==> src/rtl/axi4_rr_arbiter_pkg.sv <==
// Shared types and constants for the two-master AXI4-lite round-robin arbiter.
// The watchdog option is compiled in with AXI4_ARB_WDT_EN.
package axi4_rr_arbiter_pkg;

  localparam int MIDX_W = 1;

  typedef enum logic [1:0] {
    W_IDLE = 2'd0,
    W_ADDR = 2'd1,
    W_RESP = 2'd2
  } wr_state_e;

  typedef enum logic [1:0] {
    R_IDLE = 2'd0,
    R_ADDR = 2'd1,
    R_DATA = 2'd2
  } rd_state_e;

  localparam logic [31:0] WDT_ABORT_DATA = 32'hDEAD_BEEF;

endpackage

==> src/rtl/axi4_rr_arbiter_grant.sv <==
// Two-way round-robin grant. idx_o is the last-granted master, which is also
// the owner of the path while a transaction is in flight.
module axi4_rr_arbiter_grant
  import axi4_rr_arbiter_pkg::*;
(
  input  logic              clk_i,
  input  logic              rst_i,
  input  logic [1:0]        req_i,
  input  logic              en_i,
  output logic              gnt_o,
  output logic [MIDX_W-1:0] idx_o
);

  logic [MIDX_W-1:0] last_q;
  logic [MIDX_W-1:0] pick;

  always_comb begin
    pick = last_q;
    case (req_i)
      2'b01:   pick = '0;
      2'b10:   pick = MIDX_W'(1);
      2'b11:   pick = ~last_q;
      default: pick = last_q;
    endcase
  end

  assign gnt_o = en_i && (|req_i);
  assign idx_o = last_q;

  // Pointer resets to master 1 so master 0 wins the first tie.
  always_ff @(posedge clk_i or posedge rst_i) begin
    if (rst_i) begin
      last_q <= MIDX_W'(1);
    end else if (gnt_o) begin
      last_q <= pick;
    end
  end

endmodule

==> src/rtl/axi4_rr_arbiter.sv <==
// Two-master to one-slave AXI4-lite arbiter with independent round-robin read
// and write paths. Optional watchdog abort is enabled by AXI4_ARB_WDT_EN.
module axi4_rr_arbiter
  import axi4_rr_arbiter_pkg::*;
#(
  parameter int ADDR_W     = 32,
  parameter int DATA_W     = 32,
  parameter int WDT_CYCLES = 255
) (
  input  logic                clk,
  input  logic                reset,
  input  logic                axi_s0_awvalid,
  input  logic [ADDR_W-1:0]   axi_s0_awaddr,
  input  logic [2:0]          axi_s0_awprot,
  output logic                axi_s0_awready,
  input  logic                axi_s0_wvalid,
  input  logic [DATA_W-1:0]   axi_s0_wdata,
  input  logic [DATA_W/8-1:0] axi_s0_wstrb,
  output logic                axi_s0_wready,
  output logic                axi_s0_bvalid,
  input  logic                axi_s0_bready,
  input  logic                axi_s0_arvalid,
  input  logic [ADDR_W-1:0]   axi_s0_araddr,
  input  logic [2:0]          axi_s0_arprot,
  output logic                axi_s0_arready,
  output logic                axi_s0_rvalid,
  output logic [DATA_W-1:0]   axi_s0_rdata,
  input  logic                axi_s0_rready,
  input  logic                axi_s1_awvalid,
  input  logic [ADDR_W-1:0]   axi_s1_awaddr,
  input  logic [2:0]          axi_s1_awprot,
  output logic                axi_s1_awready,
  input  logic                axi_s1_wvalid,
  input  logic [DATA_W-1:0]   axi_s1_wdata,
  input  logic [DATA_W/8-1:0] axi_s1_wstrb,
  output logic                axi_s1_wready,
  output logic                axi_s1_bvalid,
  input  logic                axi_s1_bready,
  input  logic                axi_s1_arvalid,
  input  logic [ADDR_W-1:0]   axi_s1_araddr,
  input  logic [2:0]          axi_s1_arprot,
  output logic                axi_s1_arready,
  output logic                axi_s1_rvalid,
  output logic [DATA_W-1:0]   axi_s1_rdata,
  input  logic                axi_s1_rready,
  output logic                axi_m_awvalid,
  output logic [ADDR_W-1:0]   axi_m_awaddr,
  output logic [2:0]          axi_m_awprot,
  input  logic                axi_m_awready,
  output logic                axi_m_wvalid,
  output logic [DATA_W-1:0]   axi_m_wdata,
  output logic [DATA_W/8-1:0] axi_m_wstrb,
  input  logic                axi_m_wready,
  input  logic                axi_m_bvalid,
  output logic                axi_m_bready,
  output logic                axi_m_arvalid,
  output logic [ADDR_W-1:0]   axi_m_araddr,
  output logic [2:0]          axi_m_arprot,
  input  logic                axi_m_arready,
  input  logic                axi_m_rvalid,
  input  logic [DATA_W-1:0]   axi_m_rdata,
  output logic                axi_m_rready,
  output logic                wdt_err
);

  if (WDT_CYCLES < 1) begin : g_wdt_cfg_err
    $error("WDT_CYCLES must be at least 1");
  end

  wr_state_e         w_state_q;
  rd_state_e         r_state_q;
  logic              aw_done_q, w_done_q;
  logic [MIDX_W-1:0] w_idx, r_idx;
  logic              w_gnt, r_gnt;
  logic              w_hit, w_abort, w_drain;
  logic              r_hit, r_abort, r_drain;

  logic              sel_awvalid, sel_wvalid, sel_bready, sel_arvalid, sel_rready;
  logic              w_in_addr, r_in_addr;
  logic              aw_hs, w_hs, ar_hs;
  logic              aw_ok, w_ok;
  logic              awready_g, wready_g, bvalid_g, arready_g, rvalid_g;
  logic [DATA_W-1:0] rdata_g;

  axi4_rr_arbiter_grant u_w_grant (
    .clk_i (clk),
    .rst_i (reset),
    .req_i ({axi_s1_awvalid | axi_s1_wvalid, axi_s0_awvalid | axi_s0_wvalid}),
    .en_i  ((w_state_q == W_IDLE) && !w_abort),
    .gnt_o (w_gnt),
    .idx_o (w_idx)
  );

  axi4_rr_arbiter_grant u_r_grant (
    .clk_i (clk),
    .rst_i (reset),
    .req_i ({axi_s1_arvalid, axi_s0_arvalid}),
    .en_i  ((r_state_q == R_IDLE) && !r_abort),
    .gnt_o (r_gnt),
    .idx_o (r_idx)
  );

  // Write path: owner's aw/w channels go straight through to the slave.
  assign sel_awvalid  = w_idx[0] ? axi_s1_awvalid : axi_s0_awvalid;
  assign sel_wvalid   = w_idx[0] ? axi_s1_wvalid  : axi_s0_wvalid;
  assign sel_bready   = w_idx[0] ? axi_s1_bready  : axi_s0_bready;
  assign axi_m_awaddr = w_idx[0] ? axi_s1_awaddr  : axi_s0_awaddr;
  assign axi_m_awprot = w_idx[0] ? axi_s1_awprot  : axi_s0_awprot;
  assign axi_m_wdata  = w_idx[0] ? axi_s1_wdata   : axi_s0_wdata;
  assign axi_m_wstrb  = w_idx[0] ? axi_s1_wstrb   : axi_s0_wstrb;

  assign w_in_addr     = (w_state_q == W_ADDR) && !w_hit;
  assign axi_m_awvalid = w_in_addr && sel_awvalid && !aw_done_q;
  assign axi_m_wvalid  = w_in_addr && sel_wvalid && !w_done_q;
  assign aw_hs         = axi_m_awvalid && axi_m_awready;
  assign w_hs          = axi_m_wvalid && axi_m_wready;
  assign aw_ok         = aw_done_q || aw_hs;
  assign w_ok          = w_done_q || w_hs;
  assign awready_g     = w_in_addr && !aw_done_q && axi_m_awready;
  assign wready_g      = w_in_addr && !w_done_q && axi_m_wready;
  assign bvalid_g      = ((w_state_q == W_RESP) && axi_m_bvalid && !w_hit) || w_hit || w_abort;
  assign axi_m_bready  = ((w_state_q == W_RESP) && sel_bready && !w_hit) || w_drain;

  assign axi_s0_awready = awready_g && !w_idx[0];
  assign axi_s1_awready = awready_g &&  w_idx[0];
  assign axi_s0_wready  = wready_g  && !w_idx[0];
  assign axi_s1_wready  = wready_g  &&  w_idx[0];
  assign axi_s0_bvalid  = bvalid_g  && !w_idx[0];
  assign axi_s1_bvalid  = bvalid_g  &&  w_idx[0];

  always_ff @(posedge clk or posedge reset) begin
    if (reset) begin
      w_state_q <= W_IDLE;
      aw_done_q <= 1'b0;
      w_done_q  <= 1'b0;
    end else begin
      case (w_state_q)
        W_IDLE: begin
          aw_done_q <= 1'b0;
          w_done_q  <= 1'b0;
          if (w_gnt) w_state_q <= W_ADDR;
        end
        W_ADDR: begin
          if (w_hit) begin
            w_state_q <= W_IDLE;
            aw_done_q <= 1'b0;
            w_done_q  <= 1'b0;
          end else if (aw_ok && w_ok) begin
            w_state_q <= W_RESP;
            aw_done_q <= 1'b0;
            w_done_q  <= 1'b0;
          end else begin
            aw_done_q <= aw_ok;
            w_done_q  <= w_ok;
          end
        end
        W_RESP: begin
          if (w_hit || (axi_m_bvalid && sel_bready)) w_state_q <= W_IDLE;
        end
        default: w_state_q <= W_IDLE;
      endcase
    end
  end

  // Read path: same shape, single address handshake then data pass-through.
  assign sel_arvalid  = r_idx[0] ? axi_s1_arvalid : axi_s0_arvalid;
  assign sel_rready   = r_idx[0] ? axi_s1_rready  : axi_s0_rready;
  assign axi_m_araddr = r_idx[0] ? axi_s1_araddr  : axi_s0_araddr;
  assign axi_m_arprot = r_idx[0] ? axi_s1_arprot  : axi_s0_arprot;

  assign r_in_addr     = (r_state_q == R_ADDR) && !r_hit;
  assign axi_m_arvalid = r_in_addr && sel_arvalid;
  assign ar_hs         = axi_m_arvalid && axi_m_arready;
  assign arready_g     = r_in_addr && axi_m_arready;
  assign rvalid_g      = ((r_state_q == R_DATA) && axi_m_rvalid && !r_hit) || r_hit || r_abort;
  assign rdata_g       = (r_hit || r_abort) ? DATA_W'(WDT_ABORT_DATA) : axi_m_rdata;
  assign axi_m_rready  = ((r_state_q == R_DATA) && sel_rready && !r_hit) || r_drain;

  assign axi_s0_arready = arready_g && !r_idx[0];
  assign axi_s1_arready = arready_g &&  r_idx[0];
  assign axi_s0_rvalid  = rvalid_g  && !r_idx[0];
  assign axi_s1_rvalid  = rvalid_g  &&  r_idx[0];
  assign axi_s0_rdata   = r_idx[0] ? '0 : rdata_g;
  assign axi_s1_rdata   = r_idx[0] ? rdata_g : '0;

  always_ff @(posedge clk or posedge reset) begin
    if (reset) begin
      r_state_q <= R_IDLE;
    end else begin
      case (r_state_q)
        R_IDLE: if (r_gnt) r_state_q <= R_ADDR;
        R_ADDR: begin
          if (r_hit) r_state_q <= R_IDLE;
          else if (ar_hs) r_state_q <= R_DATA;
        end
        R_DATA: begin
          if (r_hit || (axi_m_rvalid && sel_rready)) r_state_q <= R_IDLE;
        end
        default: r_state_q <= R_IDLE;
      endcase
    end
  end

`ifdef AXI4_ARB_WDT_EN
  localparam int WDT_W = $clog2(WDT_CYCLES + 1);

  logic [WDT_W-1:0] w_cnt_q, r_cnt_q;
  logic             w_abort_q, w_drain_q, r_abort_q, r_drain_q, wdt_err_q;

  assign w_hit   = (w_state_q != W_IDLE) && (w_cnt_q == WDT_W'(WDT_CYCLES));
  assign r_hit   = (r_state_q != R_IDLE) && (r_cnt_q == WDT_W'(WDT_CYCLES));
  assign w_abort = w_abort_q;
  assign w_drain = w_drain_q;
  assign r_abort = r_abort_q;
  assign r_drain = r_drain_q;
  assign wdt_err = wdt_err_q;

  // On expiry the owner gets a synthesized response held until accepted; any
  // late slave response is swallowed until the path is granted again.
  always_ff @(posedge clk or posedge reset) begin
    if (reset) begin
      w_cnt_q   <= '0;
      r_cnt_q   <= '0;
      w_abort_q <= 1'b0;
      w_drain_q <= 1'b0;
      r_abort_q <= 1'b0;
      r_drain_q <= 1'b0;
      wdt_err_q <= 1'b0;
    end else begin
      if (w_gnt) begin
        w_cnt_q   <= '0;
        w_drain_q <= 1'b0;
      end else if ((w_state_q != W_IDLE) && !w_hit) begin
        w_cnt_q <= w_cnt_q + 1'b1;
      end
      if (w_hit) begin
        w_abort_q <= !sel_bready;
        w_drain_q <= 1'b1;
      end else if (w_abort_q && sel_bready) begin
        w_abort_q <= 1'b0;
      end

      if (r_gnt) begin
        r_cnt_q   <= '0;
        r_drain_q <= 1'b0;
      end else if ((r_state_q != R_IDLE) && !r_hit) begin
        r_cnt_q <= r_cnt_q + 1'b1;
      end
      if (r_hit) begin
        r_abort_q <= !sel_rready;
        r_drain_q <= 1'b1;
      end else if (r_abort_q && sel_rready) begin
        r_abort_q <= 1'b0;
      end

      if (w_hit || r_hit) wdt_err_q <= 1'b1;
    end
  end
`else
  assign w_hit   = 1'b0;
  assign r_hit   = 1'b0;
  assign w_abort = 1'b0;
  assign w_drain = 1'b0;
  assign r_abort = 1'b0;
  assign r_drain = 1'b0;
  assign wdt_err = 1'b0;
`endif

endmodule

==> config.mk <==
export PLATFORM = sky130hd
export DESIGN_NAME = axi4_rr_arbiter
export DESIGN_NICKNAME = d
export VERILOG_FILES = /design/src/rtl/axi4_rr_arbiter_pkg.sv /design/src/rtl/axi4_rr_arbiter_grant.sv /design/src/rtl/axi4_rr_arbiter.sv
export SDC_FILE = /design/constraint.sdc
export NUM_CORES = 1
export LEC_CHECK = 0
export ABC_AREA = 1
export BUFFER_PORTS_ARGS = -buffer_cell sky130_fd_sc_hd__buf_2
export CAP_MARGIN = 20
export CORE_AREA = 4 4 173 175
export DETAILED_ROUTE_END_ITERATION = 10
export DIE_AREA = 0 0 177 179
export SETUP_SLACK_MARGIN = 0.05
export SYNTH_ARGS = -nofsm -noshare
export SYNTH_HDL_FRONTEND = slang
export SYNTH_HIERARCHICAL = 1
export SYNTH_SLANG_ARGS = --single-unit
==> constraint.sdc <==
create_clock -name clk -period 1.9 [get_ports clk]
set_input_delay 0.38 -clock clk [delete_from_list [all_inputs] [get_ports clk]]
set_output_delay 0.38 -clock clk [all_outputs]
set_load 0.01 [all_outputs]
# Word level (Yosys, flattened, before mapping)

Index checks and enable logic that the tools add are counted.

Logic and storage cells: 102
Output and inout bits: 186
Register bits after elaboration: 8

Bitwise logic cells: 4
Multiplexer cells: 27
Reduce and logical (&&, ||, !) cells: 49
Equality and inequality tests: 16

Operators with widths:

| cell                 | number |
|---|---|
| $mux W32             | 5 |
| $logic_and A1 B1 Y1  | 32 |
| $eq A2 B2 Y1 const B | 6 |
| $mux W2              | 6 |
| $pmux W2 S3          | 2 |
| $eq A2 B1 Y1 const B | 4 |
| $ne A2 B1 Y1 const B | 4 |
| $mux W1              | 7 |
| $mux W3              | 2 |
| $pmux W1 S3          | 2 |
| $reduce_and A3 Y1    | 2 |
| $reduce_bool A3 Y1   | 2 |
| $logic_not A1 Y1     | 4 |
| $logic_not A2 Y1     | 2 |
| $mux W4              | 1 |
| $ne A2 B2 Y1 const B | 2 |
| $pmux W1 S2          | 2 |
| $reduce_and A2 Y1    | 2 |
| $reduce_or A2 Y1     | 2 |
| $logic_or A1 B1 Y1   | 2 |
| $not A1 Y1           | 2 |
| $or A1 B1 Y1         | 2 |
| $reduce_bool A2 Y1   | 1 |

# Depth between registers and ports, before layout

Gate-level depths: netlist (run 1).

Depth in word-level cells: 8
Depth in mapped cells: 9
Mapped depth without buffers: 9

# By module

Netlist (run 1), hierarchy kept.

Modules (own cells, without submodules):

| module                | cells each | instances | area an instance (um2) | seq. area each (um2) |
|---|---|---|---|---|
| axi4_rr_arbiter       | 570        | 1         | 2356.0                 | 150.1 |
| axi4_rr_arbiter_grant | 9          | 2         | 57.6                   | 26.3 |

# Least setup slack after synthesis (run 1)

OpenSTA, ideal clock, no wires.

Path type: reg2out
From: register u_r_grant.last_q (netlist: u_r_grant/idx_o)
To: output port axi_s1_rvalid
Arrival time: 1204 ps
Stages on the path, launching flop included: 6
Data required time: 1520 ps
Path slack: 316 ps
Cells stage by stage: dfstp_2 -> clkbuf_2 -> inv_1 -> buf_2 -> buf_2 -> nor2_1

Word-level cells in the longest chain between the ends: 1

Ends and longest elaborated chain:

| what                     | line                        | RTL |
|---|---|---|
| start: declaration       | axi4_rr_arbiter_grant.sv:14 | `logic [MIDX_W-1:0] last_q;` |
| start signal: assignment | axi4_rr_arbiter_grant.sv:35 | `last_q <= pick;` |
| $logic_and A1 B1 Y1      | axi4_rr_arbiter.sv:182      | `assign axi_s1_rvalid = rvalid_g && r_idx[0];` |
| end: declaration         | axi4_rr_arbiter.sv:43       | `output logic axi_s1_rvalid,` |

No other way between the ends.

# Worst setup path in the final report (run 1)

From: register u_r_grant.last_q (netlist: u_r_grant/idx_o)
To: output port axi_m_araddr[19]

Word-level cells in the longest chain between the ends: 1

Ends and longest elaborated chain:

| what             | line                   | RTL |
|---|---|---|
| $mux W32         | axi4_rr_arbiter.sv:168 | `assign axi_m_araddr = r_idx[0] ? axi_s1_araddr : axi_s0_araddr;` |
| end: declaration | axi4_rr_arbiter.sv:57  | `output logic [ADDR_W-1:0] axi_m_araddr,` |

No other way between the ends.

==> results.md, run 1 <==
Status:
- The flow ran to the end, and the final reports show no timing, DRC or antenna violations.

Route:
- The final routed wirelength across all metal layers is 17600 um.
- The ratio of routed vias to standard cells is 3.57.
- The pre-antenna-repair detailed-routing pass consisted of 5 iterations.
- The total vias in the final route is 5077.
- After detailed routing, the average wire length per cell comes to 12.4 um.
- The number of remaining DRC errors is 0.
- In this run, the number of DRC markers left after iteration 0 of detailed routing was 258.
- The final antenna-violating net count is 0.

STA:
- The number of pins exceeding their max-slew limit in the final report is 0.
- Dividing the final minimum period by the clock period gives 0.989.
- The worst hold slack across all endpoints is 0.136 ns.
- The final critical path time including I/O delays and setup is 1.88 ns.
- Setup violations remaining at the end of the flow were counted as 0.
- Setup repair after global routing could not meet its margin everywhere.
- The maximum operating frequency is 532 MHz.
- The final total negative setup slack is 0 ns.
- For the final database, setup skew stands at 0.00617 ns.
- The number of hold-slack violations in the final timing report is 0.

Die:
- The effective utilization at floorplan is 0.0868.
- Row generation in the floorplan step produced 62 rows.
- 447 I/O pins were placed.
- The die is 179 um tall.
- The area of the die is 0.0317 sq mm.
- The total core area is 0.0285 sq mm.
- The x dimension of the die is 177 um.

CTS:
- The total CTS buffers is 3.
- The clock tree from TritonCTS is done.
- The latest clock arrival within the worst-skew pair is 0.24 ns.
- The clock net sink count is 8.
- The total number of H-tree levels is 1.
- Clock-pin slew was measured on the worst setup and hold paths at 0.04 ns.
- The maximum buffer depth of the clock tree is 2.
- The clock root buffer master is sky130_fd_sc_hd__clkbuf_16.
- The hold buffer count at CTS is 0.

Yosys:
- By count the netlist is led by sky130_fd_sc_hd__nand2_1 (388), sky130_fd_sc_hd__inv_1 (84), sky130_fd_sc_hd__nor2_1 (50).
- Yosys printed 6 warnings.
- For this run, asynchronously set or reset flops after synthesis account for 1.00.
- The mean instance size in the synthesized netlist is 4.20 sq um.
- The portion of synthesized cell area occupied by the leading cell type is 0.589.
- The fraction of the yosys area taken by sequential cells is 0.0820.
- The most common cell in the synthesized netlist is sky130_fd_sc_hd__nand2_1.
- The synthesized design contains 0 enable-type register cells.
- The number of nets in the synthesized netlist is 849.
- The synthesized design contains 8 register bits.
- The largest area contributor in the synthesized netlist is sky130_fd_sc_hd__nand2_1.
- Counting distinct cell types in the post-synthesis netlist gives 23.
- In this run the cell area of the synthesized design comes to 0.00247 sq mm.
- The number of standard cells after synthesis is 588.
- Ranked by total cell area, the synthesized netlist is headed by sky130_fd_sc_hd__nand2_1 (59%), sky130_fd_sc_hd__inv_1 (13%), sky130_fd_sc_hd__nor2_1 (7.6%).
- Among all flip-flop cells after synthesis, the most frequent one is sky130_fd_sc_hd__dfrtp_1.

Hold path:
- In this run the worst hold path is classified as in -> async.

Pwr:
- Summed over all cells, the static leakage comes to 4.13 nW.
- The share of total power dissipated in combinational logic is 0.910.
- The internal portion of the total power is 3.83 mW.
- Total power for the finished layout comes to 7.97 mW.
- Of the total power, the share spent switching nets is 0.520.
- The clock network fraction of total power is 0.047.
- The total power per unit cell area is 1350 mW/mm^2.
- The worst-case IR drop observed on VDD is 0.435 mV.
- The sequential share of power is 0.043.
- Summed over all nets, the switching power comes to 4.14 mW.

Job:
- Across the run, the number of max-cap violations was 0.

Critical path:
- At the worst endpoint, the required time is 1.52 ns.
- The critical path launch point type is a flip-flop.
- The top cell family by delay on the critical path is buffers and inverters.
- The combined buffer and inverter count along the critical path is 4.
- Traced cell by cell, the critical path runs through buf_12 > inv_6 > bufbuf_16 > nand2_2 > nand2_1 > buf_2.
- The nature of the critical path endpoint is an output pin.
- The arrival time of data at the critical path endpoint is 1.50 ns.
- Along the worst path, the maximum fanout reaches 9.
- The cell with the biggest individual delay on the critical path is sky130_fd_sc_hd__dfstp_2.
- The type of the worst setup path is reg -> out.
- The delay of the slowest critical-path stage is 0.55 ns.

Global routing:
- The initial antenna violation count is 0.
- The global-route usage over all layers is 0.0825.
- Summed over all layers, the global routing overflow is 0.
- The number of global-route vias before repair came to 4261.
- The largest net degree at the start of global routing is 52.
- The first global-routing pass estimated 21200 um of wire.

Cells and area:
- After the last flow step, the layout net total stands at 1303.
- In the final layout, the share of cells above drive strength 1 is 0.500.
- The final instance area is 0.00589 sq mm.
- From synthesis to final layout, the design area changed by 139%.
- The repair_antennas step left the layout with diodes totalling 0.
- The non-filler instance count after layout is 1424.

Placed design:
- The count of buffers inserted at the top-level ports is 445.
- After detailed placement, the total cell area comes to 0.00513 sq mm.
- The final RePlAce weighted congestion is 0.830.
- The placed instance count is 1393.
- The wire-length estimate of the detail-placed layout is 12700 um.
worst register-to-register path, cell delays in order (launching register included):
cell and delay (ns):
sky130_fd_sc_hd__dfstp_2 0.58, sky130_fd_sc_hd__buf_12 0.14, sky130_fd_sc_hd__inv_16 0.06, sky130_fd_sc_hd__nand2_1 0.09
sky130_fd_sc_hd__nand2_1 0.07, sky130_fd_sc_hd__a21oi_1 0.19, sky130_fd_sc_hd__nor2_1 0.09, sky130_fd_sc_hd__nand3_1 0.07
sky130_fd_sc_hd__nand2_1 0.05
power groups by stage:
stage                     clock (mW)  sequential (mW)  combinational, mW
final                          0.372            0.346               7.25
after global placement             0            0.360               5.33
after floorplan                    0            0.331               3.19
after CTS                      0.404            0.339               6.42
after detailed placement           0            0.363               5.37
after global routing           0.404            0.358               7.89
placed cells by master (no fill, tap or decap), types with 3 or more instances in the layout:
cell	count
sky130_fd_sc_hd__buf_2	442
sky130_fd_sc_hd__nand2_1	370
sky130_fd_sc_hd__inv_1	83
sky130_fd_sc_hd__nor2_1	48
sky130_fd_sc_hd__nand2_2	18
sky130_fd_sc_hd__clkbuf_16	9
sky130_fd_sc_hd__buf_4	9
sky130_fd_sc_hd__buf_6	8
sky130_fd_sc_hd__buf_12	7
sky130_fd_sc_hd__dfrtp_1	6
sky130_fd_sc_hd__nand3_1	4
sky130_fd_sc_hd__buf_16	4
sky130_fd_sc_hd__bufbuf_16	4
sky130_fd_sc_hd__nor2_4	3
through the flow:
stage | worst slack, ns | utilization
floorplan | 0.316 | -
global placement | 0.200 | 0.180
detailed placement | 0.206 | 0.180
CTS | 0.00617 | 0.195
global route | -0.0358 | 0.207
finish | 0.0204 | 0.207
final timing paths:
kind	cells after the start	start	to	slack (ns)
setup / recovery	6	u_r_grant/idx_o$_DFFE_PP1P_	axi_m_araddr[19]	0.02
hold / removal	2	reset	aw_done_q$_DFFE_PP0P_	0.14
setup reg to reg	8	u_w_grant/idx_o$_DFFE_PP1P_	w_state_q[1]$_DFFE_PP0P_	0.43
hold reg to reg	2	w_done_q$_DFFE_PP0P_	w_done_q$_DFFE_PP0P_	0.55
max in group asynchronous	2	reset	w_done_q$_DFFE_PP0P_	1.53
min in group clk	3	axi_s1_arvalid	u_r_grant/idx_o$_DFFE_PP1P_	0.39
state kept, by name (all words and copies together), names as in the netlist:
register and cells:
r_state_q 2, w_state_q 2, aw_done_q 1, u_r_grant/idx_o 1, u_w_grant/idx_o 1, w_done_q 1
kinds of logic after synthesis:
| logic type | share of synthesized area |
|---|---|
| mux | 0.00405 |
| buf+inv | 0.197 |
| other cells | 0.00152 |
| simple gates | 0.698 |
| compound gates | 0.0172 |
| flops | 0.0820 |
final cells by class:
| cell class | instances | area, sq um |
|---|---|---|
| Tap cell | 384 | 480 |
| Inverter | 86 | 344 |
| Fill cell | 3287 | 22600 |
| Timing Repair Buffer | 482 | 2930 |
| Sequential cell | 8 | 203 |
| Multi-Input combinational cell | 461 | 1860 |
| Clock buffer | 3 | 75.1 |
metal layers:
layer  global-route usage  part of all wire  routed length [um]
met1               0.0973              0.38                6670
met2                0.158              0.52                9200
met3               0.0122             0.085                1500
met4               0.0158             0.015                 257
met5                    0                 0                   0
repair_timing:
item | CTS | global route
buffers inserted | 10 | 2
endpoints found under the setup margin | 82 | 138
gates cloned | 7 | 9
pin swaps | 0 | 5
hold endpoints to repair | 0 | 0
resized for setup | 11 | 44
Power figures use the tool's default switching activity.
==> inputs of run 2 (changes only) <==
RECOVER_POWER = 50   (was not set)
==> results.md, run 2 (synthesis results as in run 1) <==
Status:
- The flow ran to the end, and the final reports show no timing, DRC or antenna violations.

Critical path:
- The worst setup path is captured at an output pin.
- The required time of the worst setup path is 1.52 ns.
- For this run, the slowest stage of the critical path takes 0.55 ns.
- Data on the critical path arrives at its endpoint at 1.50 ns.
- The cell family contributing the most delay on the critical path is buffers and inverters.
- The peak fanout along the critical path is 9.
- The worst reg-to-reg setup slack is 0.43 ns.
- In this run the worst setup path begins at u_r_grant/idx_o$_DFFE_PP1P_.
- Walking the worst path, the cells encountered are buf_12 > inv_6 > bufbuf_16 > nand2_2 > nand2_1 > buf_2.
- The destination of the worst register-to-register timing path is w_state_q[1]$_DFFE_PP0P_.
- Together, buffers and inverters on the worst path number 4.
- Measured in cells, the most critical reg-to-reg path has a length of 8.
- The worst setup path is of the reg -> out kind.
- The critical path endpoint is axi_m_araddr[19].
- The critical path crosses 6 cells after its start point.
- The cell with the biggest individual delay on the critical path is sky130_fd_sc_hd__dfstp_2.
- STA classifies the critical path startpoint as a flip-flop.
- The startpoint of the worst-slack reg-to-reg timing path is u_w_grant/idx_o$_DFFE_PP1P_.

STA:
- On the final layout, the worst clock skew is 0.00617 ns.
- The number of pins exceeding their max-slew limit in the final report is 0.
- For this run, the top clock speed supported by timing is 532 MHz.
- The worst setup margin is 0.0201 ns.
- The number of hold-slack violations in the final timing report is 0.
- Dividing the final minimum period by the clock period gives 0.989.
- The final critical path time including I/O delays and setup is 1.88 ns.
- Setup violations remaining at the end of the flow were counted as 0.
- The final total negative setup slack is 0 ns.
- Setup repair after global routing could not meet its margin everywhere.

Cells and area:
- The non-filler instance count after layout is 1424.
- The final net count is 1303.
- The area growth from synthesis to final layout is 138%.
- The fraction of layout instances using a drive strength above 1 is 0.499.
- The most frequent standard cell in the layout excluding fill and tap cells is sky130_fd_sc_hd__buf_2.
- Counting the fill cells in the layout gives 3288.
- The largest registers in the layout are r_state_q: 2 flops, w_state_q: 2 flops.
- In the layout the commonest cells are sky130_fd_sc_hd__buf_2 (441), sky130_fd_sc_hd__nand2_1 (370), sky130_fd_sc_hd__inv_1 (83).
- The number of antenna cells inserted is 0.

Placed design:
- Counting tap cells, the placed design contains a total of 1393 instances.
- Once detailed placement completed, the half-perimeter wirelength came to 12700 um.
- Timing analysis after detailed placement gives a worst setup slack of 0.206 ns.
- The final RePlAce weighted congestion is 0.830.
- Port buffering added 445 buffers.

Die:
- The floorplan has 62 rows.
- The height of the chip is 179 um.
- The effective utilization at floorplan is 0.0868.
- The area of the die is 0.0317 sq mm.
- In this run the horizontal extent of the chip is 177 um.
- The region available for standard cell placement spans 0.0285 sq mm.
- The I/O pin count is 447.

Hold path:
- The class of the tightest hold or removal check is in -> async.

Route:
- The total vias in the final route is 5077.
- The total iterations of the first detailed-routing run is 5.
- The first-iteration detailed-routing DRC count is 258.
- Summed over all layers, the routed wires come to 17600 um.
- Once detail routing completed, the nets flagged for antenna violations numbered 0.
- For this run, design rule violations remaining after detail routing come to 0.
- The average routed wire per standard cell is 12.4 um.
- Using the TritonRoute via totals, the vias-per-cell ratio works out to 3.57.

Global routing:
- The number of global-route vias before repair is 4261.
- Summed over all layers, the global routing overflow is 0.
- The initial antenna violation count is 0.
- The global-route usage over all layers is 0.0825.
- Entering global routing, the biggest net connects 52 pins.
- The wire length of the first global-routing pass is 21200 um.

Pwr:
- The clock network fraction of total power is 0.047.
- Of the total power, combinational logic draws 0.910.
- The total power per unit cell area is 1350 mW/mm^2.
- The worst IR drop on VDD is 0.435 mV.
- The switching power is 4.14 mW.
- The internal power is 3.83 mW.
- The static leakage is 4.13 nW.
- Power comes to 7.97 mW.
- The switching power as a share of total power is 0.520.
- The sequential share of power is 0.043.

CTS:
- TritonCTS built the clock tree.
- In this run the clock root is driven by a sky130_fd_sc_hd__clkbuf_16.
- The total number of H-tree levels is 1.
- Clock latency on the worst-skew pair, taken at its later pin, is 0.24 ns.
- In this run, post-CTS hold repair placed 0 buffers.
- Counting the buffers created by CTS gives 3.
- The clock net sink count is 8.
- The maximum buffer depth of the clock tree is 2.
- The clock transition at the registers of the reported paths is 0.04 ns.

Job:
- The number of max-capacitance violations reported is 0.
## run 2: cell count changes in the layout (fill, tap and decap cells not counted)
cell	previous run	this run
sky130_fd_sc_hd__clkbuf_1	0	1
sky130_fd_sc_hd__buf_2	442	441
## run 2: final cells by class
type,count,area [sq um],area share
multi-input cells,461,1860,0.316
well taps,384,480,0.0815
flip-flops and latches,8,203,0.0344
repair buffers,482,2930,0.497
inverters,86,344,0.0584
clock buffers,3,75.1,0.0127
## run 2: worst min path at each step
stage,slack [ns],cells after the start,start,end
2_1_floorplan,0.17,1,reset,aw_done_q$_DFFE_PP0P_
3_3_place_gp,0.45,2,reset,aw_done_q$_DFFE_PP0P_
3_5_place_dp,0.45,2,reset,w_state_q[1]$_DFFE_PP0P_
4_1_cts,0.18,2,reset,aw_done_q$_DFFE_PP0P_
5_1_grt,0.25,2,reset,aw_done_q$_DFFE_PP0P_
6_report,0.18,2,reset,aw_done_q$_DFFE_PP0P_
## run 2: timing repair
action,CTS,global route
pin swaps,0,5
hold endpoints to repair,0,0
cloned,7,9
gates resized for setup,11,44
endpoints found under the setup margin,82,138
setup buffers,10,2
## run 2: metrics by stage
stage	hold slack (ns)	area [sq um]	utilization
finish	0.178	5890	0.207
global route	0.253	5890	0.207
CTS	0.180	5560	0.195
detailed placement	0.446	5130	0.180
global placement	0.446	5130	0.180
floorplan	0.171	2470	-
## run 2: power by group through the flow
stage,registers (mW),clock network [mW],logic (mW)
after floorplan,0.331,0,3.19
after global placement,0.360,0,5.33
after detailed placement,0.363,0,5.37
after CTS,0.339,0.404,6.42
after global routing,0.358,0.404,7.89
final,0.346,0.372,7.25
## run 2: worst reg2reg max path: stages (launching register included)
cell and delay (ns):
sky130_fd_sc_hd__dfstp_2 0.58, sky130_fd_sc_hd__buf_12 0.14, sky130_fd_sc_hd__inv_16 0.06, sky130_fd_sc_hd__nand2_1 0.09, sky130_fd_sc_hd__nand2_1 0.07, sky130_fd_sc_hd__a21oi_1 0.19
sky130_fd_sc_hd__nor2_1 0.09, sky130_fd_sc_hd__nand3_1 0.07, sky130_fd_sc_hd__nand2_1 0.05
## run 2: routing by layer
metal / part of all wire / GRT usage / up-vias / routed length [um]
li1: - / - / 2575 / -
met1: 0.38 / 0.0973 / 2229 / 6670
met2: 0.52 / 0.158 / 255 / 9200
met3: 0.085 / 0.0122 / 18 / 1500
met4: 0.015 / 0.0158 / 0 / 257
met5: 0 / 0 / - / 0
==> inputs of run 3 (changes only) <==
GPL_TIMING_DRIVEN = 0   (was not set)
PLACE_DENSITY = 0.32   (was not set)
==> results.md, run 3 (synthesis results as in run 1) <==
Status:
- The flow ran to the end, and the final reports show no timing, DRC or antenna violations.

Pwr:
- The analysis attributes to net switching a power of 4.14 mW.
- For this design the static power due to leakage is 4.14 nW.
- The clock network fraction of total power is 0.046.
- Of the total power, combinational logic draws 0.906.
- Dividing total power by cell area gives a power density of 1310 mW/mm^2.
- The sequential share of power is 0.047.
- The switching power as a share of total power is 0.531.
- Cell internal power was estimated by the tool at 3.65 mW.
- The post-layout total power is 7.78 mW.
- IR analysis of the VDD net gives a maximum drop of 0.537 mV.

Die:
- The number of placement rows is 62.
- Measured along the y axis, the die boundary spans 179 um.
- The core region is 0.0285 sq mm.
- The die is 177 um wide.
- The area of the die is 0.0317 sq mm.
- In this run the count of I/O pins placed on the die edge is 447.
- The initial utilization of the core area, before any placement, comes to 0.0868.

Route:
- In the detailed route, the total length drawn on met2 is 10600 um.
- The wire length on met3 is 1320 um.
- The ratio of routed vias to standard cells is 3.38.
- The wire length on met1 is 7070 um.
- The count of nets left with antenna violations once routing finished came out at 0.
- The total vias in the final route is 4838.
- The first-iteration detailed-routing DRC count is 89.
- The total iterations of the first detailed-routing run is 4.
- The final routed wirelength across all metal layers is 19100 um.
- The number of remaining DRC errors is 0.
- Signal routing reaches up to met4.
- The average routed wire per standard cell is 13.3 um.

STA:
- The number of hold-slack violations in the final timing report was 0.
- The final setup violation count is 0.
- The worst setup margin is 0.0436 ns.
- The number of pins exceeding their max-slew limit in the final report is 0.
- The final critical path time including I/O delays and setup is 1.86 ns.
- The final cycle utilization of the critical path is 0.977.
- Based on the critical path, the design can be clocked at up to 539 MHz.
- Setup repair after global routing could not meet its margin everywhere.
- The maximum clock skew at final layout is 0.00460 ns.

Critical path:
- The startpoint of the worst-slack reg-to-reg timing path is u_w_grant/idx_o$_DFFE_PP1P_.
- Tracing the worst setup path back leads to its startpoint at u_w_grant/idx_o$_DFFE_PP1P_.
- The peak fanout along the critical path is 10.
- The destination of the worst register-to-register timing path is w_state_q[1]$_DFFE_PP0P_.
- The number of cells on the worst reg-to-reg path is 7.
- The arrival time of data at the critical path endpoint is 1.48 ns.
- The type of the worst setup path is reg -> out.
- The nature of the critical path endpoint is an output pin.
- In this run the register-to-register setup slack is 0.51 ns.
- The critical path launch point type is a flip-flop.
- The required time of the worst setup path is 1.52 ns.

CTS:
- The number of hold buffers added after CTS was 0.
- The latest clock arrival within the worst-skew pair is 0.23 ns.
- The root buffer cell chosen for the clock tree is sky130_fd_sc_hd__clkbuf_16.
- The clock net sink count is 8.
- The clock transition at the registers of the reported paths is 0.04 ns.
- TritonCTS built the clock tree.
- The total CTS buffers is 3.
- In this run the number of H-tree levels came out at 1.
- The maximum buffer depth of the clock tree is 2.

Cells and area:
- Of the cells placed in the final design, the portion with a size suffix greater than 1 is 0.528.
- The final instance area is 0.00594 sq mm.
- For this run, the post-layout net count is 1310.
- Compared with the post-synthesis result, the final layout area differs by 141%.
- The sequential cell area is 203 sq um.
- In the final layout, the multi-input gates occupy 0.00197 sq mm.
- Leaving out fill and tap cells, the most frequent cell in the layout is sky130_fd_sc_hd__buf_2.
- After filler insertion, the fill cell instance count of the layout stands at 3405.
- The largest registers in the layout are r_state_q: 2 flops, w_state_q: 2 flops.
- In the layout the commonest cells are sky130_fd_sc_hd__buf_2 (431), sky130_fd_sc_hd__nand2_1 (338), sky130_fd_sc_hd__inv_1 (83).
- The final core area utilization is 0.209.

Global routing:
- After global routing the overflow that remains totals 0.
- The number of global-route vias before repair is 4463.
- For this run, the total global-route usage over all layers was measured as 0.104.
- The initial antenna violation count came to 1.
- The largest net degree at the start of global routing is 11.
- The first global-routing pass estimated 25700 um of wire.

Placed design:
- The half-perimeter wire length after detailed placement is 16700 um.
- The minimum setup slack after placement is -0.0220 ns.
- At the end of routability-driven placement, the weighted congestion stood at 0.784.
- The count of buffers inserted at the top-level ports is 445.
- Summing all placed instances gives a cell area of 0.00518 sq mm.

Hold path:
- The class of the tightest hold or removal check is in -> async.

Job:
- The number of max-capacitance violations reported is 0.
[run 3: changes by cell type in the layout (fill, tap and decap cells not counted), sizes merged]
cell and change:
clkbuf -2, bufbuf -4, buf +13, diode +1
[run 3: how the worst max path moves through the flow]
stage | endpoint | slack, ns | cells past startpoint
after CTS | axi_m_araddr[17] | 0.02 | 6
after floorplan | axi_s1_rvalid | 0.32 | 5
after global placement | axi_m_araddr[27] | -0.02 | 6
final | axi_m_wdata[12] | 0.04 | 6
after detailed placement | axi_m_araddr[17] | -0.02 | 6
after global routing | axi_m_araddr[22] | -0.01 | 5
[run 3: what timing repair did]
| action | CTS | global route |
|---|---|---|
| gates cloned | 0 | 4 |
| setup buffers | 5 | 3 |
| pin swaps | 0 | 16 |
| gates resized for setup | 64 | 103 |
| endpoints found under the setup margin | 175 | 134 |
[run 3: through the flow]
step                      setup TNS, ns  std cells  hold slack [ns]
after floorplan                       0        588            0.171
after global placement          -0.0858       1417            0.385
after detailed placement        -0.0560       1417            0.383
after CTS                             0       1424            0.133
after global routing            -0.0648       1432            0.169
final                                 0       1432            0.106
[run 3: layout make-up]
cell class,count,area share
tap,384,0.0808
inverter,86,0.0552
timing repair buffer,457,0.416
antenna,1,0.000421
clock buffer,3,0.0126
multi-input combinational,461,0.331
sequential,8,0.0341
buffer,32,0.0693
[run 3: layer usage]
| layer | track usage | up-vias |
|---|---|---|
| li1 | - | 2588 |
| met1 | 0.114 | 2058 |
| met2 | 0.212 | 186 |
| met3 | 0.0194 | 6 |
| met4 | 0.00967 | 0 |
| met5 | 0 | - |
[run 3: power by group through the flow]
stage               Sequential [mW]  Combinational (mW)  Clock, mW
global route                  0.383                7.79      0.391
detailed placement            0.352                5.76          0
global placement              0.356                5.85          0
CTS                           0.369                6.30      0.380
floorplan                     0.331                3.19          0
finish                        0.368                7.06      0.360
[run 3: critical path, cell delays in order (launching register included)]
cell	delay, ns
sky130_fd_sc_hd__dfstp_2	0.61
sky130_fd_sc_hd__inv_4	0.07
sky130_fd_sc_hd__buf_12	0.15
sky130_fd_sc_hd__buf_6	0.14
sky130_fd_sc_hd__nand2_1	0.08
sky130_fd_sc_hd__nand2_1	0.05
sky130_fd_sc_hd__buf_2	0.14
